--- src/rtl/nibble_serial_alu_ctrl.sv ---
// Nibble-serial add/subtract sequencer.
// A single 4-bit add slice is reused across NIB = WIDTH/4 clocks.
// Nibbles are processed least significant first, and the carry is held in a register between nibbles.
// Subtraction is done as a + ~b + ~borrow_in.
// The result, carry and signed overflow are published only on the final nibble.
//
// state | meaning
// IDLE  | waiting for start; sum/cout/ovf hold the last result
// RUN   | one nibble of the operands goes through the slice per clock
// DONE  | one-cycle completion pulse, then back to IDLE
module nibble_serial_alu_ctrl #(
    parameter int WIDTH = 16
) (
    input  logic             clk,
    input  logic             rst_n,
    input  logic             start,
    input  logic             sub,
    input  logic             cin,
    input  logic [WIDTH-1:0] a,
    input  logic [WIDTH-1:0] b,
    output logic             busy,
    output logic             done,
    output logic [WIDTH-1:0] sum,
    output logic             cout,
    output logic             ovf
);

    localparam int NIB  = WIDTH / 4;
    localparam int IDXW = (NIB > 1) ? $clog2(NIB) : 1;
    localparam logic [IDXW-1:0] IDX_LAST = IDXW'(NIB - 1);

    typedef enum logic [1:0] {
        IDLE = 2'd0,
        RUN  = 2'd1,
        DONE = 2'd2
    } state_t;

    state_t            state;
    state_t            state_next;
    logic [IDXW-1:0]   idx;
    logic              carry;
    logic [WIDTH-1:0]  op_a;
    logic [WIDTH-1:0]  op_b;   // b already inverted for subtract
    logic [WIDTH-1:0]  work;

    logic [3:0]        nib_a;
    logic [3:0]        nib_b;
    logic [3:0]        slice_s;
    logic              slice_co;
    logic [WIDTH-1:0]  result_next;
    logic              last_nib;

    // Select the current nibble of each operand and run it through the shared slice.
    always_comb begin
        nib_a = 4'h0;
        nib_b = 4'h0;
        for (int i = 0; i < NIB; i++) begin
            if (idx == IDXW'(i)) begin
                nib_a = op_a[i*4 +: 4];
                nib_b = op_b[i*4 +: 4];
            end
        end
        {slice_co, slice_s} = {1'b0, nib_a} + {1'b0, nib_b} + {4'b0000, carry};
    end

    // Form the working result with the current slice sum merged into nibble idx.
    always_comb begin
        result_next = work;
        for (int i = 0; i < NIB; i++) begin
            if (idx == IDXW'(i)) begin
                result_next[i*4 +: 4] = slice_s;
            end
        end
    end

    assign last_nib = (idx == IDX_LAST);
    assign busy     = (state == RUN);
    assign done     = (state == DONE);

    // State register.
    always_ff @(posedge clk) begin
        if (!rst_n) begin
            state <= IDLE;
        end else begin
            state <= state_next;
        end
    end

    // Next-state logic. A start seen in RUN or DONE is dropped, not queued.
    always_comb begin
        state_next = state;
        case (state)
            IDLE: begin
                if (start) begin
                    state_next = RUN;
                end
            end
            RUN: begin
                if (last_nib) begin
                    state_next = DONE;
                end
            end
            DONE: begin
                state_next = IDLE;
            end
            default: begin
                state_next = IDLE;
            end
        endcase
    end

    // Operand capture, per-nibble accumulation, and the final result update.
    always_ff @(posedge clk) begin
        if (!rst_n) begin
            idx   <= '0;
            carry <= 1'b0;
            op_a  <= '0;
            op_b  <= '0;
            work  <= '0;
            sum   <= '0;
            cout  <= 1'b0;
            ovf   <= 1'b0;
        end else begin
            case (state)
                IDLE: begin
                    if (start) begin
                        op_a  <= a;
                        op_b  <= sub ? ~b : b;
                        carry <= sub ? ~cin : cin;
                        idx   <= '0;
                        work  <= '0;
                    end
                end
                RUN: begin
                    work  <= result_next;
                    carry <= slice_co;
                    idx   <= idx + IDXW'(1);
                    if (last_nib) begin
                        sum  <= result_next;
                        cout <= slice_co;
                        ovf  <= (op_a[WIDTH-1] == op_b[WIDTH-1]) &&
                                (result_next[WIDTH-1] != op_a[WIDTH-1]);
                    end
                end
                default: begin
                end
            endcase
        end
    end

endmodule

--- config.mk ---
export PLATFORM = sky130hd
export DESIGN_NAME = nibble_serial_alu_ctrl
export DESIGN_NICKNAME = d
export VERILOG_FILES = /design/src/rtl/nibble_serial_alu_ctrl.sv
export SDC_FILE = /design/constraint.sdc
export NUM_CORES = 1
export LEC_CHECK = 0
export BUFFER_PORTS_ARGS = -buffer_cell sky130_fd_sc_hd__buf_2
export CORE_MARGIN = 2
export CORE_UTILIZATION = 45
export DETAILED_ROUTE_END_ITERATION = 12
export GPL_ROUTABILITY_DRIVEN = 0
export GPL_TIMING_DRIVEN = 0
export PLACE_DENSITY_LB_ADDON = 0.12
export SLEW_MARGIN = 10
export SYNTH_ARGS = -nofsm -noshare
export SYNTH_HDL_FRONTEND = slang
export SYNTH_SLANG_ARGS = --single-unit
--- constraint.sdc ---
create_clock -name clk -period 3.4 [get_ports clk]
set_input_delay 0.17 -clock clk [delete_from_list [all_inputs] [get_ports clk]]
set_output_delay 0.17 -clock clk [all_outputs]
set_load 0.005 [all_outputs]
[Word level (Yosys, flattened, before mapping)]
Cells that the tools add are included.
Storage, ports and cells
  memories: 0
  RAM bits: 0
  bits in read-only memories: 0
  output and inout bits: 20
  register bits: 71
  bits in latches: 0
  input port bits: 37
Cells by class
  $lt $le $gt $ge: 0
  add/sub/neg operators: 3
  reductions and logical operators: 8
  equal/unequal tests: 9
  div/mod/pow operators: 0
  multipliers: 0
  bitwise operators: 2
  mux-type cells: 23
  shifts and indexed selects: 0
Operator list (number)
  two-way mux 4 bit: 12
  two-way mux 16 bit: 2
  one-hot mux 16 bit (2 select lines): 1
  inverter 16 bit: 1
  one-hot mux 2 bit (2 select lines): 2
  AND reduction 2 bit: 4
  equality test 2 bit, second input constant: 3
  two-way mux 2 bit: 3
  adder 4 x 4 -> 5 bit: 1
  adder 5 x 1 -> 5 bit: 1
  equality test 2 x 1 -> 1 bit, second input constant: 2
  zero test 2 bit: 2
  adder 2 x 1 -> 2 bit, second input constant: 1
  two-way mux 1 bit: 2
  inequality test 2 x 1 -> 1 bit, second input constant: 1
  inequality test 2 bit, second input constant: 1
  one-hot mux 1 bit (2 select lines): 1
  nonzero test 2 bit: 1
  equality test 1 bit: 1
  logical AND 1 bit: 1
  inequality test 1 bit: 1
  inverter 1 bit: 1

[Longest topological paths before layout]
Gate-level depths: netlist of the first run.
  depth in word-level cells: 10
  depth in mapped cells: 15
  gate-level depth less buffers: 14

[Worst setup path after synthesis of the first run]
No wires, ideal clock.
  path type: flip-flop to flip-flop
  from: register idx[0]
  to: register ovf
  arrival: 2.687 ns
  path slack: 0.591 ns
  cell stages (with the launch flop): 12
  period minus slack after synthesis: 2.809 ns
  path buffers: 2
  cell sequence: dfxtp_1 inv_1 ha_1 clkbuf_1 clkbuf_1 a21oi_1 o21ai_0 ha_1 nor2b_1 or2_1 o311a_1 a221o_1
Between the ends
  longest elaborated chain between the ends: 10
  elaborated cells on any way between the ends: 18
  those cells by class: add/sub: 2; eq/ne: 4; mux: 9; reduce/logical: 3
RTL lines
  start, declared: RTL line 40  | logic [IDXW-1:0] idx;
  start signal, assigned: RTL line 137  | idx <= idx + IDXW'(1);
  zero test 2 bit: RTL line 58  | if (idx == IDXW'(i)) begin
  two-way mux 4 bit (4 in a row): RTL line 58
  adder 4 x 4 -> 5 bit: RTL line 63  | {slice_co, slice_s} = {1'b0, nib_a} + {1'b0, nib_b} + {4'b0000, carry};
  adder 5 x 1 -> 5 bit: RTL line 63
  two-way mux 4 bit: RTL line 70  | if (idx == IDXW'(i)) begin
  inequality test 1 bit: RTL line 142  | (result_next[WIDTH-1] != op_a[WIDTH-1]);
  logical AND 1 bit: RTL line 141  | ovf <= (op_a[WIDTH-1] == op_b[WIDTH-1]) &&
  end signal, assigned: RTL line 141
  end, declared: RTL line 25  | output logic ovf
Several ways; a longest one is shown, not always the timed one.
A chain may end at the register's enable or synchronous reset.

[Worst setup path after layout of the first run]
  from: register idx[0]
  to: register carry
Between the ends
  longest elaborated chain between the ends: 8
  elaborated cells on any way between the ends: 15
  those cells by class: add/sub: 2; eq/ne: 3; mux: 9; reduce/logical: 1
RTL lines
  zero test 2 bit: RTL line 58
  two-way mux 4 bit (4 in a row): RTL line 58
  adder 4 x 4 -> 5 bit (*): RTL line 63
  adder 5 x 1 -> 5 bit (*): RTL line 63
  one-hot mux 1 bit (2 select lines) (*): RTL line 124  | case (state)
  end signal, assigned: RTL line 129  | carry <= sub ? ~cin : cin;
  end signal, assigned: RTL line 136  | carry <= slice_co;
  end, declared: RTL line 41  | logic carry;
Every way passes the cells marked *; elsewhere a longest branch is shown, timed or not.

==> results of run 1 <==
## cell usage after synthesis (all sizes together), types with 2 or more instances
| cell | instances |
|---|---|
| mux2i | 3 |
| nand3 | 15 |
| nor2 | 6 |
| nor2b | 11 |
| dfxtp | 68 |
| fa | 2 |
| o211a | 16 |
| o21ai | 32 |
| buf | 13 |
| clkbuf | 18 |
| ha | 7 |
| o311a | 2 |
| nand2 | 86 |
| o31ai | 3 |
| a32oi | 6 |
| inv | 9 |
| a22oi | 6 |
| nand2b | 3 |
| xnor2 | 18 |
| nand3b | 3 |
| and2 | 4 |
| a21oi | 20 |
| a21boi | 18 |
## sequential cells by signal (all words and copies together) (netlist names)
register	flops
carry	1
cout	1
idx	2
op_a	16
op_b	16
ovf	1
state	2
sum	16
work	13
## power breakdown
part           total [mW]  switching [mW]  internal [mW]
Sequential          0.854          0.0212          0.833
Combinational       0.292           0.174          0.118
Clock               0.827           0.320          0.507
Total                1.97           0.516           1.46
## per-layer routing
metal / vias to the layer above / track usage [%]
li1: 1436 / -
met1: 1269 / 26.79
met2: 72 / 35.48
met3: 11 / 3.172
met4: 0 / 9.229
met5: - / 0
## timing repair
item | 4_1_cts | 5_1_grt
setup buffers | 0 | 0
gates resized for setup | 3 | 8
endpoints found under the setup margin | 11 | 16
## through the flow
stage	cell area (um^2)	setup slack, ns
after floorplan	3223	0.5914
after global placement	3618	-0.07106
after detailed placement	3618	-0.07881
after CTS	3877	0.1250
after global routing	3887	0.01635
final	3887	0.2595
## worst min-delay path, stage by stage
cell and delay [ns]:
buf_2 0.09, nand2_1 0.04, a21boi_0 0.06
## kinds of logic (layout without fill, tap and decap cells)
kind of cell / Yosys count / in the layout / synth area share [%]
fa+ha+maj: 9 / 9 / 3.960
flops: 68 / 68 / 42.24
buf+inv: 41 / 111 / 5.667
simple gates: 133 / 133 / 18.87
mux: 3 / 3 / 0.9317
xor+xnor: 19 / 19 / 5.163
compound gates: 109 / 109 / 23.18
## layout by cell type (no fill, tap or decap), types with 4 or more instances in the layout
master	netlist	final
inv_1	9	9
and2_1	4	4
ha_1	7	7
xnor2_1	18	16
o211a_1	16	16
a21oi_1	20	20
a32oi_1	6	6
a22oi_1	6	6
o21ai_0	29	27
buf_2	10	65
dfxtp_1	68	68
clkbuf_8	0	10
nand2_1	84	84
nand3_1	14	14
o21ai_1	3	5
nor2b_1	11	11
nor2_1	6	5
clkbuf_1	18	15
a21boi_0	18	18
## layout make-up
type / count / area share [%]
buffer: 30 / 3.766
clock buffer: 10 / 3.540
clock inverter: 6 / 2.865
inverter: 10 / 0.9977
multi-input combinational: 273 / 43.64
sequential: 68 / 35.02
tap: 96 / 3.090
timing repair buffer: 55 / 7.081
## worst paths after layout
kind | start | slack, ns | to | cells after the start
setup / recovery | idx[0]$_SDFFE_PN0P_ | 0.26 | carry$_SDFFE_PN0P_ | 14
hold / removal | a[6] | 0.06 | op_a[6]$_SDFFE_PN0P_ | 3
setup reg to reg | idx[0]$_SDFFE_PN0P_ | 0.26 | carry$_SDFFE_PN0P_ | 14
hold reg to reg | sum[9]$_SDFFE_PN0P_ | 0.45 | sum[9]$_SDFFE_PN0P_ | 2
==> results_dict.tcl, run 1 <==
set metrics [dict create \
    nets 493 \
    ys_types 42 \
    critPathBufInv 4 \
    yosys.area.top_type "dfxtp_1" \
    wl_per_cell_um 13.84 \
    num_vias 2788 \
    fmax_mhz 318.4 \
    dieWidth_um 88.63 \
    drt_iter0_drc 92 \
    setup_viol 0 \
    crit_path_end_kind "flip-flop" \
    grt_max_degree 13 \
    finish.utilization_pct 56.59 \
    synth-seq-cells 68 \
    slowest_delay_ns 0.42 \
    period_share_pct 92.37 \
    power_density_nw_per_um2 507.6 \
    synthFlopType "dfxtp_1" \
    tns_ns 0 \
    placed_cells 533 \
    synth-edff-count 0 \
    die_y_um 88.63 \
    met2_length_um 3648 \
    instances_no_fill 548 \
    peakVddDrop_v 0.0001957 \
    antennaDiodeCount 0 \
    start_util_pct 46.92 \
    io_pins 57 \
    grt_antenna_before_repair 0 \
    worst_path_most_repeated_cell "a21oi_1" \
    syn-num-nets 428 \
    path_delay_family "compound AO/OA/AOI/OAI gates" \
    post-route-min-period_ns 3.140 \
    dpl.hpwl_um 5626 \
    cp.arrival_ns 3.39 \
    hold_class "input pin to flip-flop" \
    slew_viol_final 0 \
    async_flop_share_pct 0 \
    finalClockSkew_ns 0.006059 \
    grt_pass1_wl_um 12660 \
    avgViaCountPerCell 5.088 \
    cts_hold_buf 0 \
    worstMarginPinSlew_ns 0.4894 \
    cts.sinks 68 \
    clk_path_buf_depth 2 \
    overflow 0 \
    detail-route-antenna-nets 0 \
    clkTransAtPathRegs_ns 0.07 \
    drt-met1-wl_um 3512 \
    ys_top_cells_by_area "dfxtp_1 42%, nand2_1 9.8%, o211a_1 5.0%" \
    multiInputGateArea_um2 1697 \
    maxUsedRoutingLayer "met4" \
    grt_pass1_vias 2660 \
    path_max_fanout 10 \
    seqCellArea_um2 1361 \
    cts_htree_levels 3 \
    hold_violations 0 \
    dr.pass1.iters 4 \
    fillers 671 \
    required_ns 3.65 \
    p_total_mw 1.973 \
    cts_root_buf "clkbuf_8" \
    wl_met3_um 284 \
    slew_headroom_pct 67.37 \
    cts_made_buffers 9 \
    critPathLaunchType "flip-flop" \
    crit_type "flip-flop to flip-flop" \
    synthesis.area_um2 3223 \
    drive_above_1_share_pct 21.02 \
    track_usage_pct 21.10 \
    synth.yosys.warnings 0 \
    core_area_um2 6869 \
    cts_tree "yes" \
    numPortBuffers 55 \
    leakagePower_nw 1.710 \
    holdWs_ns 0.05819 \
    netlist_instances 382 \
    rows 30 \
    die-area_um2 7855 \
    area_growth_pct 20.61 \
    synthDominantCellAreaShare_pct 42.24 \
    syn_avg_cell_area_um2 8.437 \
    wl_um 7584 \
    insertion_delay_ns 0.35 \
    drc_errors 0 \
    cap_violations 0 \
    path_cells "inv_1 -> ha_1 -> clkbuf_1 -> buf_4 -> a21oi_1 -> nor2_1 -> a21oi_1 -> fa_1 -> inv_1 -> fa_1 -> a21o_1 -> a21oi_1 -> o221ai_1 -> and2_1" \
    crit_slowest_cell "fa_1" \
    rsz0062_at_grt "no" \
    status "complete, no violations" \
    seq_area_frac_synth_pct 42.24 \
]
No activity file was read; power rests on OpenSTA's default activity.
==> run 2: changes to the inputs <==
--- a/config.mk
+++ b/config.mk
@@ -6,7 +6,8 @@
 export NUM_CORES = 1
 export LEC_CHECK = 0
 export BUFFER_PORTS_ARGS = -buffer_cell sky130_fd_sc_hd__buf_2
-export CORE_MARGIN = 2
+export CAP_MARGIN = 5
+export CORE_MARGIN = 10
 export CORE_UTILIZATION = 45
 export DETAILED_ROUTE_END_ITERATION = 12
 export GPL_ROUTABILITY_DRIVEN = 0
==> run 2 against run 1 <==
  * Fmax down 1.6%
  * Register-to-register slack worse by 0.05 ns
  * Setup slack worse by 0.052 ns
  * Sequential power about the same
  * Die area up 39%
  * Wire length up 9.0%
  * Core utilization down 0.98 points
  * Critical endpoint unchanged
==> results_dict.tcl, run 2 (same netlist as run 1, synthesis figures left out) <==
set metrics [dict create \
    status "complete, no violations" \
    grt_pass1_vias 2810 \
    insertion_delay_ns 0.34 \
    post-route-min-period_ns 3.192 \
    r2r-end "carry$_SDFFE_PN0P_" \
    die_y_um 104.6 \
    hold_class "input pin to flip-flop" \
    core_area_um2 6869 \
    grt_pass1_wl_um 13810 \
    dieWidth_um 104.6 \
    r2r-start "idx[0]$_SDFFE_PN0P_" \
    crit_type "flip-flop to flip-flop" \
    power_density_nw_per_um2 468.5 \
    setup_viol 0 \
    dr.pass1.iters 5 \
    r2r_setup_slack_ns 0.21 \
    r2r_cells 14 \
    required_ns 3.64 \
    antennaDiodeCount 0 \
    rows 30 \
    start_util_pct 46.92 \
    path_max_fanout 10 \
    worstMarginPinSlew_ns 0.4936 \
    cp.arrival_ns 3.44 \
    grt_max_degree 12 \
    grt_antenna_before_repair 0 \
    drc_errors 0 \
    slew_headroom_pct 67.09 \
    crit_start "idx[0]$_SDFFE_PN0P_" \
    avgViaCountPerCell 5.093 \
    cts_htree_levels 3 \
    cap_violations 0 \
    cts_made_buffers 9 \
    rsz0062_at_grt "no" \
    peakVddDrop_v 0.0002237 \
    nets 493 \
    clk_path_buf_depth 2 \
    wl_um 8263 \
    io_pins 57 \
    dpl.hpwl_um 6147 \
    instances_no_fill 548 \
    reg_top3 "op_a (16), op_b (16), sum (16)" \
    overflow 0 \
    drive_above_1_share_pct 20.58 \
    final_common_cell "nand2_1" \
    endpoint "carry$_SDFFE_PN0P_" \
    crit_path_end_kind "flip-flop" \
    critPathLaunchType "flip-flop" \
    finalClockSkew_ns 0.004653 \
    placed_cells 533 \
    fillers 703 \
    hold_violations 0 \
    die-area_um2 10950 \
    cts_tree "yes" \
    slew_viol_final 0 \
    cts_root_buf "clkbuf_8" \
    wl_per_cell_um 15.08 \
    clkTransAtPathRegs_ns 0.07 \
    tns_ns 0 \
    leakagePower_nw 1.681 \
    area_growth_pct 18.52 \
    track_usage_pct 15.30 \
    period_share_pct 93.89 \
    drt_iter0_drc 110 \
    fmax_mhz 313.3 \
    final_cell_mix "84 x nand2_1, 68 x dfxtp_1, 66 x buf_2" \
    cts.sinks 68 \
    detail-route-antenna-nets 0 \
    numPortBuffers 55 \
    num_vias 2791 \
]
run 2: cell types whose count changed in the layout (fill, tap and decap cells not counted):
cell	before	now
clkinv_4	1	0
clkinv_2	2	4
buf_4	1	0
clkbuf_8	10	9
buf_2	65	66
bufinv_16	3	1
clkbuf_1	15	17
run 2: report_power, final:
group          total [mW]  switching (mW)  leakage [nW]  internal, mW
clock network       0.643           0.307        0.0931         0.335
registers           0.855          0.0218         0.555         0.833
logic               0.292           0.174          1.03         0.118
total                1.79           0.503          1.68          1.29
run 2: timing repair:
action                                  CTS  global route
hold buffers                              0             0
endpoints found under the setup margin    8            17
buffers inserted                          0             0
resized for setup                         3             6
run 2: layout make-up:
class	count	area (um^2)	share of cell area, %
clock buffer	11	131.4	3.439
buffer	30	143.9	3.767
tap	96	120.1	3.144
clock inverter	5	52.55	1.376
timing repair buffer	55	275.3	7.206
multi-input combinational	273	1697	44.42
sequential	68	1361	35.64
inverter	10	38.79	1.015
run 2: worst min-delay path by stage:
stage / start / end / cells past startpoint / slack, ns
floorplan: a[11] / op_a[11]$_SDFFE_PN0P_ / 2 / 0.31
global placement: a[5] / op_a[5]$_SDFFE_PN0P_ / 3 / 0.42
detailed placement: a[7] / op_a[7]$_SDFFE_PN0P_ / 3 / 0.43
CTS: a[1] / op_a[1]$_SDFFE_PN0P_ / 3 / 0.06
global route: a[9] / op_a[9]$_SDFFE_PN0P_ / 3 / 0.07
finish: a[7] / op_a[7]$_SDFFE_PN0P_ / 3 / 0.07
run 2: worst max-delay path, cell delays in order, from the launching register on:
cell and delay [ns]:
dfxtp_1 0.38, inv_1 0.09, ha_1 0.20, clkbuf_1 0.22, buf_2 0.27, a21oi_1 0.18, nor2_1 0.05, a21oi_1 0.19
fa_1 0.25, inv_1 0.07, fa_1 0.42, a21o_1 0.20, a21oi_1 0.24, o221ai_1 0.16, and2_1 0.17
run 2: per-stage QoR:
stage / cell area (um^2) / hold slack, ns / total power, mW / setup WS, ns / utilization (%)
after floorplan: 3223 / 0.3149 / 1.067 / 0.5914 / -
after detailed placement: 3618 / 0.4309 / 1.159 / -0.03072 / 52.68
after global placement: 3618 / 0.4209 / 1.154 / -0.05666 / 52.68
final: 3820 / 0.06673 / 1.790 / 0.2078 / 55.61
after global routing: 3820 / 0.06768 / 1.883 / 0.01470 / 55.61
after CTS: 3812 / 0.06076 / 1.797 / 0.1371 / 55.50
run 2: metal layers:
layer  track usage (%)  share of wire [%]
met4             6.667                2.1
met1             18.38                 46
met2             25.43                 47
met3             3.686                4.9
met5                 0                  0
==> run 3: changes to the inputs <==
--- a/config.mk
+++ b/config.mk
@@ -11,7 +11,6 @@
 export CORE_UTILIZATION = 45
 export DETAILED_ROUTE_END_ITERATION = 12
 export GPL_ROUTABILITY_DRIVEN = 0
-export GPL_TIMING_DRIVEN = 0
 export PLACE_DENSITY_LB_ADDON = 0.12
 export SLEW_MARGIN = 10
 export SYNTH_ARGS = -nofsm -noshare
==> constraint.sdc (replaced) <==
create_clock -name clk -period 4 [get_ports clk]
set_input_delay 0.2 -clock clk [delete_from_list [all_inputs] [get_ports clk]]
set_output_delay 0.2 -clock clk [all_outputs]
set_load 0.005 [all_outputs]
==> run 3 against run 2 <==
  * Total power is 15% lower
  * Register-to-register slack gained 0.54 ns
  * Count of clock-buffer cells in the layout up 1
  * Fmax shrank 1.9%
  * Non-clock buffer count down 25
  * Global-route usage shrank 1.4 points
  * Clock skew is 0.0032 ns higher
  * Sequential share of layout area grew 0.98 points
==> results_dict.tcl, run 3 (same netlist as run 1, synthesis figures left out) <==
set metrics [dict create \
    status "complete, no violations" \
    grt_antenna_before_repair 0 \
    insertion_delay_ns 0.34 \
    cts_htree_levels 3 \
    rsz0062_at_grt "no" \
    dpl.hpwl_um 5362 \
    start_util_pct 46.92 \
    cts_setup_buffers 0 \
    required_ns 4.23 \
    rows 30 \
    grt_max_degree 56 \
    cap_violations 0 \
    clk_path_buf_depth 2 \
    clkTransAtPathRegs_ns 0.07 \
    r2r-end "ovf$_SDFFE_PN0P_" \
    wl_per_cell_um 14.14 \
    cts_hold_buf 0 \
    r2r_setup_slack_ns 0.75 \
    slew_headroom_pct 40.70 \
    r2r-start "idx[1]$_SDFFE_PN0P_" \
    drc_errors 0 \
    worstMarginPinSlew_ns 0.8894 \
    setup_viol 0 \
    drt_iter0_drc 139 \
    ctsResizeCount 0 \
    overflow 0 \
    antennaDiodeCount 0 \
    dr.pass1.iters 4 \
    power_density_nw_per_um2 409.4 \
    crit_path_end_kind "flip-flop" \
    grt_pass1_vias 2697 \
    grt_pass1_wl_um 12870 \
    reg_top3 "op_a (16), op_b (16), sum (16)" \
    final_cell_mix "84 x nand2_1, 68 x dfxtp_1, 56 x buf_2" \
    fmax_mhz 307.3 \
    die_y_um 104.6 \
    r2r_cells 12 \
    dieWidth_um 104.6 \
    drive_above_1_share_pct 19.20 \
    slew_viol_final 0 \
    leakagePower_nw 1.621 \
    hold_depth 3 \
    tns_ns 0 \
    cts_made_buffers 9 \
    area_growth_pct 15.33 \
    num_vias 2688 \
    period_share_pct 81.35 \
    fin_ws_ns 0.7458 \
    cts_tree "yes" \
    final_common_cell "nand2_1" \
    peakVddDrop_v 0.0002062 \
    finalClockSkew_ns 0.007849 \
    io_pins 57 \
    detail-route-antenna-nets 0 \
    cts_root_buf "clkbuf_8" \
    track_usage_pct 13.86 \
    post-route-min-period_ns 3.254 \
    wl_um 7395 \
    cp.arrival_ns 3.48 \
    die-area_um2 10950 \
    path_max_fanout 11 \
    hold_violations 0 \
    cts.sinks 68 \
    hold_end "op_a[1]$_SDFFE_PN0P_" \
    avgViaCountPerCell 5.140 \
    pre_cts_ws_ns 0.6628 \
    holdCritStartpoint "a[1]" \
    core_area_um2 6869 \
    hold_class "input pin to flip-flop" \
    nets 468 \
    crit_type "flip-flop to flip-flop" \
    critPathLaunchType "flip-flop" \
    numPortBuffers 56 \
]
==> run 3: changes by cell type in the layout (fill, tap and decap cells not counted), moves of 2 or more <==
cell      change
o21ai_0       +2
clkbuf_8      +2
buf_2        -10
o21ai_1       -2
clkbuf_2      -2
buf_6         -2
buf_4         +4
clkbuf_1     -16
xnor2_2       -2
xnor2_1       +2
==> run 3: through the flow <==
stage / power [mW] / instances / hold WS (ns) / utilization, % / instance area [um^2]
floorplan: 0.9066 / 382 / 0.3449 / - / 3223
detailed placement: 0.9700 / 507 / 0.4383 / 51.17 / 3515
global placement: 0.9674 / 507 / 0.4310 / 51.17 / 3515
global route: 1.605 / 523 / 0.1092 / 54.12 / 3717
CTS: 1.543 / 523 / 0.08872 / 54.12 / 3717
finish: 1.522 / 523 / 0.1038 / 54.12 / 3717
==> run 3: worst max path at each step <==
stage	slack, ns	endpoint	start	depth (start not counted)
after global routing	0.36	sum[15]$_SDFFE_PN0P_	idx[1]$_SDFFE_PN0P_	13
after global placement	0.80	ovf$_SDFFE_PN0P_	idx[1]$_SDFFE_PN0P_	12
after floorplan	1.19	ovf$_SDFFE_PN0P_	idx[0]$_SDFFE_PN0P_	11
after CTS	0.66	ovf$_SDFFE_PN0P_	idx[1]$_SDFFE_PN0P_	12
final	0.75	ovf$_SDFFE_PN0P_	idx[1]$_SDFFE_PN0P_	12
after detailed placement	0.66	ovf$_SDFFE_PN0P_	idx[1]$_SDFFE_PN0P_	12
==> run 3: critical path, stage by stage (launching register included) <==
cell     delay [ns]
dfxtp_1        0.38
inv_1          0.08
ha_1           0.33
inv_1          0.30
nand3_1        0.12
a21oi_1        0.17
a21oi_1        0.06
o21ai_0        0.36
ha_1           0.31
nor2b_1        0.13
or2_1          0.22
o311a_1        0.37
a221o_1        0.31
==> run 3: power breakdown <==
part,internal (mW),leakage [nW],total (mW),switching (mW)
sequential,0.708,0.555,0.727,0.0189
combinational,0.0907,0.964,0.225,0.135
clock,0.320,0.102,0.569,0.249
total,1.12,1.62,1.52,0.403
==> run 3: area by class of cell <==
cell class | instances | area, um^2
Multi-Input combinational cell | 273 | 1684
Inverter | 10 | 38.79
Sequential cell | 68 | 1361
Tap cell | 96 | 120.1
Timing Repair Buffer | 60 | 310.3
Fill cell | 684 | 3152
Clock buffer | 12 | 155.1
Clock inverter | 4 | 47.55
==> run 3: per-layer routing <==
layer	vias to the layer above	GRT usage (%)	wire (um)	part of all wire [%]
met5	-	0	0	0
met4	0	5.490	92	1.2
met3	9	3.440	386	5.2
met2	63	22.29	3417	46
met1	1229	17.40	3498	47
li1	1387	-	-	-
